`src/rtl/mult_booth_seq.sv`:
```
`default_nettype none
// ============================================================================
//  Module      : mult_booth_seq
//  Description : Sequential radix-2 Booth multiplier, one product bit per
//                clock over a (2*WIDTH+1)-bit product state.
//  Revision    : 1.0 - initial release
// ============================================================================
module mult_booth_seq #(
   parameter int WIDTH = 32
) (
   input  logic                 clk,
   input  logic                 clr,
   input  logic                 start,
   input  logic [WIDTH-1:0]     multiplicand,
   input  logic [WIDTH-1:0]     multiplier,
   output logic                 busy,
   output logic                 data_ready,
   output logic [2*WIDTH-1:0]   product,
   output logic [WIDTH-1:0]     result,
   output logic                 overflow
);

   localparam int CNT_W = $clog2(WIDTH) + 1;
   localparam logic [CNT_W-1:0] c_last_iter = CNT_W'(WIDTH - 1);

   typedef enum logic [1:0] {
      IDLE = 2'd0,
      RUN  = 2'd1,
      DONE = 2'd2
   } state_t;

   state_t               r_state;
   logic [2*WIDTH:0]     r_p;
   logic [WIDTH-1:0]     r_m;
   logic [CNT_W-1:0]     r_count;
   logic                 r_busy;
   logic                 r_data_ready;

   logic [WIDTH-1:0]     w_a;
   logic [WIDTH:0]       w_a_ext;
   logic [WIDTH:0]       w_m_ext;
   logic [WIDTH:0]       w_u;
   logic [2*WIDTH:0]     w_p_next;
   logic [WIDTH:0]       w_hi;
   logic                 w_accept;

   assign w_a      = r_p[2*WIDTH:WIDTH+1];
   assign w_a_ext  = {w_a[WIDTH-1], w_a};
   assign w_m_ext  = {r_m[WIDTH-1], r_m};
   assign w_accept = start && (r_state != RUN);

   // The upper sum is one bit wider than A so that M = most-negative still
   // produces the right sign bit before the arithmetic shift.
   always_comb begin
      w_u = w_a_ext;
      case (r_p[1:0])
         2'b01:   w_u = w_a_ext + w_m_ext;
         2'b10:   w_u = w_a_ext - w_m_ext;
         default: w_u = w_a_ext;
      endcase
   end

   assign w_p_next = {w_u, r_p[WIDTH:1]};

   always_ff @(posedge clk or negedge clr) begin
      if (!clr) begin
         r_state      <= IDLE;
         r_p          <= '0;
         r_m          <= '0;
         r_count      <= '0;
         r_busy       <= 1'b0;
         r_data_ready <= 1'b0;
      end else begin
         case (r_state)
            RUN: begin
               r_p     <= w_p_next;
               r_count <= r_count + CNT_W'(1);
               if (r_count == c_last_iter) begin
                  r_state      <= DONE;
                  r_busy       <= 1'b0;
                  r_data_ready <= 1'b1;
               end
            end
            default: begin
               r_data_ready <= 1'b0;
               if (w_accept) begin
                  r_p     <= {{WIDTH{1'b0}}, multiplier, 1'b0};
                  r_m     <= multiplicand;
                  r_count <= '0;
                  r_state <= RUN;
                  r_busy  <= 1'b1;
               end else begin
                  r_state <= IDLE;
                  r_busy  <= 1'b0;
               end
            end
         endcase
      end
   end

   // Product fits in WIDTH signed bits only if P[2W:W] is a pure sign extension.
   assign w_hi       = r_p[2*WIDTH:WIDTH];
   assign overflow   = !((w_hi == '0) || (w_hi == '1));
   assign busy       = r_busy;
   assign data_ready = r_data_ready;
   assign product    = r_p[2*WIDTH:1];
   assign result     = r_p[WIDTH:1];

endmodule
`default_nettype wire

```
`config.mk`:
```
export PLATFORM = sky130hd
export DESIGN_NAME = mult_booth_seq
export DESIGN_NICKNAME = d
export VERILOG_FILES = /design/src/rtl/mult_booth_seq.sv
export SDC_FILE = /design/constraint.sdc
export NUM_CORES = 1
export LEC_CHECK = 0
export CORE_MARGIN = 1
export CORE_UTILIZATION = 57
export DETAILED_ROUTE_END_ITERATION = 12
export PLACE_DENSITY = 0.88
export SYNTH_ARGS = -nofsm -noshare
export SYNTH_HDL_FRONTEND = slang
export SYNTH_SLANG_ARGS = --single-unit
```
`constraint.sdc`:
```
create_clock -name clk -period 10.74 [get_ports clk]
set_clock_uncertainty 0.15 [all_clocks]
set_input_delay 2.148 -clock clk [delete_from_list [all_inputs] [get_ports clk]]
set_output_delay 2.148 -clock clk [all_outputs]
set_load 0.02 [all_outputs]
```
==> Word level (Yosys, flattened, before mapping) <==
Cells that the tools add are included.
{ "word_totals": {"ff_bits": 107, "in_bits": 67, "out_inout_bits": 99, "elab_cells": 39} }
{ "op_classes": {"add_sub_neg": 3, "eq_ne": 8, "n_mux": 13, "bitwise_logic": 1, "n_reduce_logical": 7} }
{ "op_table": {"columns": ["op", "count"], "rows": [
  ["$mux W65", 2],
  ["$pmux W33 S2", 1],
  ["$add A32 B32 Y33", 1],
  ["$eq A33 B33 Y1 const B", 1],
  ["$logic_not A33 Y1", 1],
  ["$sub A32 B32 Y33", 1],
  ["$mux W6", 2],
  ["$add A6 B1 Y6 const B", 1],
  ["$eq A6 B5 Y1 const B", 1],
  ["$mux W1", 6],
  ["$eq A2 B1 Y1 const B", 2],
  ["$mux W2", 2],
  ["$reduce_and A2 Y1", 2],
  ["$ne A3 B1 Y1 const B", 1],
  ["$eq A2 B2 Y1 const B", 1],
  ["$ne A2 B1 Y1 const B", 1],
  ["$ne A2 B2 Y1 const B", 1],
  ["$reduce_bool A2 Y1", 1],
  ["$logic_and A1 B1 Y1", 1],
  ["$logic_not A1 Y1", 1],
  ["$logic_or A1 B1 Y1", 1],
  ["$not A1 Y1", 1]
]} }

==> Logic depth before layout (Yosys ltp) <==
{ "logic_depth": {"ltp_word": 4, "ltp_mapped": 16, "mapped_depth_nobuf": 15} }

==> Worst setup path after synthesis <==
No wires, ideal clock.
{ "synth_timing": {"path_kind": "reg2reg", "start": "register r_m[7]", "end": "register r_p[58]", "setup_ns": 0.131, "arrival_time_ns": 3.529, "required_time_ns": 10.459, "path_slack_ns": 6.930, "path_stages_with_launch": 15, "period_less_slack_ns": 3.810, "cell_sequence": "dfrtp_1 > or4_4 > nor4_1 > and2_1 > a21oi_1 > xnor2_1 > ha_1 > a21oi_1 > o21ai_0 > a311o_1 > o21ai_0 > o21ai_0 > a21boi_0 > xor2_1 > o21ai_0"} }
{ "synth_between": {"elab_chain_cells": 3, "word_cells_on_any_way": 4, "classes_between": "2 x add/sub; 2 x mux"} }
{ "synth_lines": {"columns": ["element", "line", "rtl"], "rows": [
  ["from (decl)", "34", "logic [WIDTH-1:0] r_m;"],
  ["from (signal assigned)", "88", "r_m <= multiplicand;"],
  ["$sub A32 B32 Y33 or $add A32 B32 Y33 (tied branches)", "58, 57", null],
  ["$pmux W33 S2 *", "56", "case (r_p[1:0])"],
  ["$mux W65 *", "74", "case (r_state)"],
  ["to (signal assigned)", "76", "r_p <= w_p_next;"],
  ["to (signal assigned)", "87", "r_p <= {{WIDTH{1'b0}}, multiplier, 1'b0};"],
  ["to (decl)", "33", "logic [2*WIDTH:0] r_p;"]
]} }
Mark *: on every way between the ends. The rest lies on a longest branch, timed or not.
A chain may end at the register's enable or synchronous reset.

==> Worst setup path in the final report <==
{ "layout_timing": {"start": "register r_p[40]", "end": "output port overflow"} }
{ "layout_between": {"elab_chain_cells": 3, "word_cells_on_any_way": 4, "classes_between": "1 x eq/ne; 3 x reduce/logical"} }
{ "layout_lines": {"columns": ["element", "line", "rtl"], "rows": [
  ["$eq A33 B33 Y1 or $logic_not A33 Y1 (tied branches)", "103", "assign overflow = !((w_hi == '0) || (w_hi == '1));"],
  ["$logic_or A1 B1 Y1 *", "103", null],
  ["$logic_not A1 Y1 *", "103", null],
  ["to (decl)", "20", "output logic overflow"]
]} }
Marks and branches as above.

==> impl_results.html <==
<table>
<tr><th>Metric</th><th>Value</th></tr>
<tr><th colspan="2">Status</th></tr>
<tr><td>Status</td><td>finished, final reports clean</td></tr>
<tr><th colspan="2">Synth</th></tr>
<tr><td>Number of flops mapped to enable cells by yosys</td><td>0</td></tr>
<tr><td>Synth area leaders</td><td>sky130_fd_sc_hd__dfrtp_1 33%, sky130_fd_sc_hd__buf_4 9.2%, sky130_fd_sc_hd__ha_1 5.6%</td></tr>
<tr><td>Netlist cell types</td><td>60</td></tr>
<tr><td>Netlist area before placement</td><td>a little under 8000 um2</td></tr>
<tr><td>Share of flip-flops with an asynchronous set or reset</td><td>100%</td></tr>
<tr><td>Yosys reg bits</td><td>105</td></tr>
<tr><td>Ys Warns</td><td>0</td></tr>
<tr><td>Cells after synthesis</td><td>890</td></tr>
<tr><td>Fraction of the yosys area taken by sequential cells</td><td>33.4%</td></tr>
<tr><td>Mapped Avg Cell Area</td><td>8.83 um2</td></tr>
<tr><td>Dominant cell type by area after synthesis</td><td>sky130_fd_sc_hd__dfrtp_1</td></tr>
<tr><td>Total nets after synthesis</td><td>993</td></tr>
<tr><td>Share of the synthesized area in the top cell type</td><td>33.4%</td></tr>
<tr><td>Predominant post-synthesis flop cell</td><td>sky130_fd_sc_hd__dfrtp_1</td></tr>
<tr><th colspan="2">Global route</th></tr>
<tr><td>GRT Residual Overflow</td><td>0</td></tr>
<tr><td>GRT Util Overall</td><td>29.5%</td></tr>
<tr><td>Vias in the first global route</td><td>approximately 6500</td></tr>
<tr><td>Antenna violations before repair</td><td>0</td></tr>
<tr><td>Global-route wire length before repair</td><td>33200 um</td></tr>
<tr><td>Maximum number of pins on one net before global-route repair</td><td>99</td></tr>
<tr><th colspan="2">Clocking</th></tr>
<tr><td>Clock latency on the worst-skew pair</td><td>between 300 and 400 ps</td></tr>
<tr><td>Worst-path clk slew</td><td>roughly 70 ps</td></tr>
<tr><td>Clock tree from TritonCTS</td><td>built</td></tr>
<tr><td>Root Buffer</td><td>sky130_fd_sc_hd__clkbuf_16</td></tr>
<tr><td>Total clock buffers created by CTS</td><td>9</td></tr>
<tr><td>CTS hold repair buffers</td><td>0</td></tr>
<tr><td>CTS sink cnt</td><td>approximately 110</td></tr>
<tr><td>PostCTS Resize Cnt</td><td>0</td></tr>
<tr><td>Max clock buf depth</td><td>2</td></tr>
<tr><td>Deepest level of the CTS H-tree</td><td>3</td></tr>
<tr><td>Number of buffers inserted by post-CTS setup repair</td><td>0</td></tr>
<tr><th colspan="2">Routing</th></tr>
<tr><td>Average detailed-routed wire length per instance</td><td>18.2 um</td></tr>
<tr><td>Antenna-violating nets left</td><td>0</td></tr>
<tr><td>Drt first-iter violations</td><td>498</td></tr>
<tr><td>Number of iterations in the first detailed-routing pass</td><td>5</td></tr>
<tr><td>Count of vias placed by the detailed router</td><td>between 6000 and 7000</td></tr>
<tr><td>Via density per instance</td><td>6.05</td></tr>
<tr><td>Aggregate routed wire length</td><td>20400 um</td></tr>
<tr><td>Total DRC errors in the routed layout</td><td>0</td></tr>
<tr><th colspan="2">Placement</th></tr>
<tr><td>Final weighted congestion in routability-driven placement</td><td>1.01</td></tr>
<tr><td>Number of input and output port buffers inserted</td><td>about 170</td></tr>
<tr><td>DP HPWL</td><td>14700 um</td></tr>
<tr><th colspan="2">Floorplanning</th></tr>
<tr><td>Row count</td><td>42</td></tr>
<tr><td>I/O pin total</td><td>166</td></tr>
<tr><td>Effective utilization at floorplan</td><td>~59%</td></tr>
<tr><td>Core footprint</td><td>13300 um2</td></tr>
<tr><td>Total Die Area</td><td>14300 um2</td></tr>
<tr><td>Die height</td><td>between 100 and 150 um</td></tr>
<tr><td>Die width</td><td>119 um</td></tr>
<tr><th colspan="2">STA</th></tr>
<tr><td>Period utilization</td><td>44.1%</td></tr>
<tr><td>Unrepaired setup endpoints after global routing</td><td>no</td></tr>
<tr><td>Crit path time final</td><td>about 4700 ps</td></tr>
<tr><td>Max-slew violations</td><td>0</td></tr>
<tr><td>Setup-failing EPs final</td><td>0</td></tr>
<tr><td>Setup TNS</td><td>0 ps</td></tr>
<tr><td>Fmax achieved</td><td>211 MHz</td></tr>
<tr><td>Max-slew headroom at the worst pin</td><td>39.9%</td></tr>
<tr><td>Tightest Pin Transition</td><td>approximately 900 ps</td></tr>
<tr><td>Number of endpoints with negative hold slack in the final report</td><td>0</td></tr>
<tr><th colspan="2">Layout</th></tr>
<tr><td>Synth-to-Final Area Change</td><td>17.5%</td></tr>
<tr><td>Final design utilization</td><td>69.2%</td></tr>
<tr><td>Fraction of final layout cells sized beyond drive strength 1</td><td>slightly above 8%</td></tr>
<tr><td># diodes</td><td>0</td></tr>
<tr><td>Number of nets at the end of the flow</td><td>1043</td></tr>
<tr><th colspan="2">Setup path</th></tr>
<tr><td>Cells on worst reg2reg path</td><td>14</td></tr>
<tr><td>Launching instance or port of the critical path</td><td>r_p[40]</td></tr>
<tr><td>CP peak stage delay</td><td>between 500 and 600 ps</td></tr>
<tr><td>Data arrival time of the critical path</td><td>2430 ps</td></tr>
<tr><td>Type of element capturing the critical path</td><td>output pin</td></tr>
<tr><td>Worst EP required</td><td>between 8000 and 9000 ps</td></tr>
<tr><td>Critical Path Start Type</td><td>flop</td></tr>
<tr><td>Worst R2R Setup Slack</td><td>6200 ps</td></tr>
<tr><td>End of the worst register-to-register path</td><td>r_p[58]</td></tr>
<tr><td>Crit Reg-Reg Startpoint</td><td>r_m[7]</td></tr>
<tr><td>CP max-delay cell</td><td>sky130_fd_sc_hd__or4_1</td></tr>
<tr><td>Cell-by-cell listing of the critical path</td><td>or4_1 -&gt; nor4_1 -&gt; a21oi_1 -&gt; clkdlybuf4s50_1</td></tr>
<tr><td>Largest fanout on the critical path</td><td>6</td></tr>
<tr><td>Crit Path Class</td><td>reg -&gt; out</td></tr>
<tr><td>End of the critical path</td><td>overflow</td></tr>
<tr><th colspan="2">Hold path</th></tr>
<tr><td>Hold WC Path Type</td><td>reg -&gt; reg</td></tr>
<tr><td>Hold path startpoint</td><td>r_count[5]</td></tr>
<tr><th colspan="2">Job</th></tr>
<tr><td>Max-cap violations</td><td>0</td></tr>
</table>
[worst max-delay path: cells and delay by family (launching register included)]
family                 cells  cell delay (ps)
and+or+nand+nor            2              900
buffers and inverters      1              570
DFF                        1              450
AOI/OAI and AO/OA          1              160
[stage by stage]
step / instances / worst slack [ps] / cell area [um2] / hold WS (ps)
final: 1121 / 6010 / 9240 / 357
after global placement: 1105 / 6370 / 8910 / 327
after global routing: 1121 / 5890 / 9240 / 386
after floorplan: 890 / 6930 / 7860 / 312
after CTS: 1121 / 6000 / 9240 / 354
after detailed placement: 1105 / 6260 / 8910 / 344
[cells in the final DEF, fill, tap and decap left out, types with 3 or more instances in the layout]
cell	instances
sky130_fd_sc_hd__clkdlybuf4s50_1	163
sky130_fd_sc_hd__dfrtp_1	105
sky130_fd_sc_hd__o21ai_0	82
sky130_fd_sc_hd__nand2_1	79
sky130_fd_sc_hd__a21oi_1	70
sky130_fd_sc_hd__nor2_1	43
sky130_fd_sc_hd__xnor2_1	40
sky130_fd_sc_hd__mux2i_1	38
sky130_fd_sc_hd__ha_1	35
sky130_fd_sc_hd__mux2_2	33
sky130_fd_sc_hd__nand3_1	22
sky130_fd_sc_hd__inv_1	20
sky130_fd_sc_hd__and3_1	19
sky130_fd_sc_hd__a21o_1	17
sky130_fd_sc_hd__xor2_1	17
sky130_fd_sc_hd__a31oi_1	15
sky130_fd_sc_hd__nor3_1	14
sky130_fd_sc_hd__nor4_1	14
sky130_fd_sc_hd__nand4_1	11
sky130_fd_sc_hd__clkbuf_16	9
sky130_fd_sc_hd__a211oi_1	8
sky130_fd_sc_hd__buf_4	8
sky130_fd_sc_hd__o211ai_1	7
sky130_fd_sc_hd__o31ai_1	6
sky130_fd_sc_hd__and4_1	5
sky130_fd_sc_hd__and2_1	4
sky130_fd_sc_hd__o21a_1	4
sky130_fd_sc_hd__o21bai_1	3
sky130_fd_sc_hd__or4_1	3
sky130_fd_sc_hd__nor2b_1	3
sky130_fd_sc_hd__a31o_2	3
sky130_fd_sc_hd__a21boi_0	3
[synth_stat cells, types with 2 or more instances]
cell type / n
sky130_fd_sc_hd__ha_1: 35
sky130_fd_sc_hd__or2_2: 2
sky130_fd_sc_hd__clkbuf_1: 29
sky130_fd_sc_hd__a21o_1: 17
sky130_fd_sc_hd__inv_1: 20
sky130_fd_sc_hd__nand3_1: 22
sky130_fd_sc_hd__or3_1: 2
sky130_fd_sc_hd__nor2_1: 43
sky130_fd_sc_hd__nor4_1: 14
sky130_fd_sc_hd__and2_1: 4
sky130_fd_sc_hd__nand2b_1: 2
sky130_fd_sc_hd__dfrtp_1: 105
sky130_fd_sc_hd__a21oi_1: 70
sky130_fd_sc_hd__o21ai_0: 82
sky130_fd_sc_hd__xor2_1: 17
sky130_fd_sc_hd__nor2b_1: 4
sky130_fd_sc_hd__nand2_1: 79
sky130_fd_sc_hd__a21boi_0: 3
sky130_fd_sc_hd__or4_1: 3
sky130_fd_sc_hd__nand4_1: 11
sky130_fd_sc_hd__buf_4: 96
sky130_fd_sc_hd__a211o_1: 2
sky130_fd_sc_hd__a211oi_1: 8
sky130_fd_sc_hd__o31ai_1: 6
sky130_fd_sc_hd__o21a_1: 4
sky130_fd_sc_hd__a31oi_1: 15
sky130_fd_sc_hd__and3_1: 19
sky130_fd_sc_hd__mux2_2: 33
sky130_fd_sc_hd__o211ai_1: 7
sky130_fd_sc_hd__buf_1: 6
sky130_fd_sc_hd__a311o_1: 2
sky130_fd_sc_hd__xnor2_1: 40
sky130_fd_sc_hd__or4_4: 2
sky130_fd_sc_hd__a31o_2: 3
sky130_fd_sc_hd__and4_1: 5
sky130_fd_sc_hd__o21bai_1: 3
sky130_fd_sc_hd__nor4_2: 2
sky130_fd_sc_hd__mux2i_1: 38
sky130_fd_sc_hd__nor3_1: 14
[layout make-up]
type / count / area, um2
Clock inverter: 6 / 90.1
Clock buffer: 10 / 239
Multi-Input combinational cell: 632 / 4290
Fill cell: 1110 / 4110
Tap cell: 176 / 220
Inverter: 20 / 75.1
Sequential cell: 105 / 2630
Timing Repair Buffer: 172 / 1700
[worst min path at each step]
stage               slack [ps]  depth (start not counted)          to
global route               390                          1  r_state[1]
floorplan                  310                          1  r_state[1]
detailed placement         340                          1  r_state[1]
global placement           330                          1  r_state[1]
finish                     360                          1  r_state[1]
CTS                        350                          1  r_state[1]
[sequential cells by signal, summed over array words and instances, names as in the netlist]
name     cells
r_state      2
r_m         32
r_count      6
r_p         65
[per-layer routing]
metal  track usage (%)  routed length, um
met3              3.69               1390
met1              38.9               8570
met4              13.1                537
met2              48.7               9920
met5                 0                  0
[cells by family after synthesis]
logic type	synth area share, %
buffers and inverters	12.1
adder cells (fa/ha/maj)	5.83
AO/OA/AOI/OAI	17.4
flip-flops	33.4
AND/OR/NAND/NOR	15.1
XOR/XNOR	6.56
multiplexers	9.57
Power is left out: the tool's default activity adds up to more than one toggle a clock period on the data nets, which glitch-free logic cannot reach.
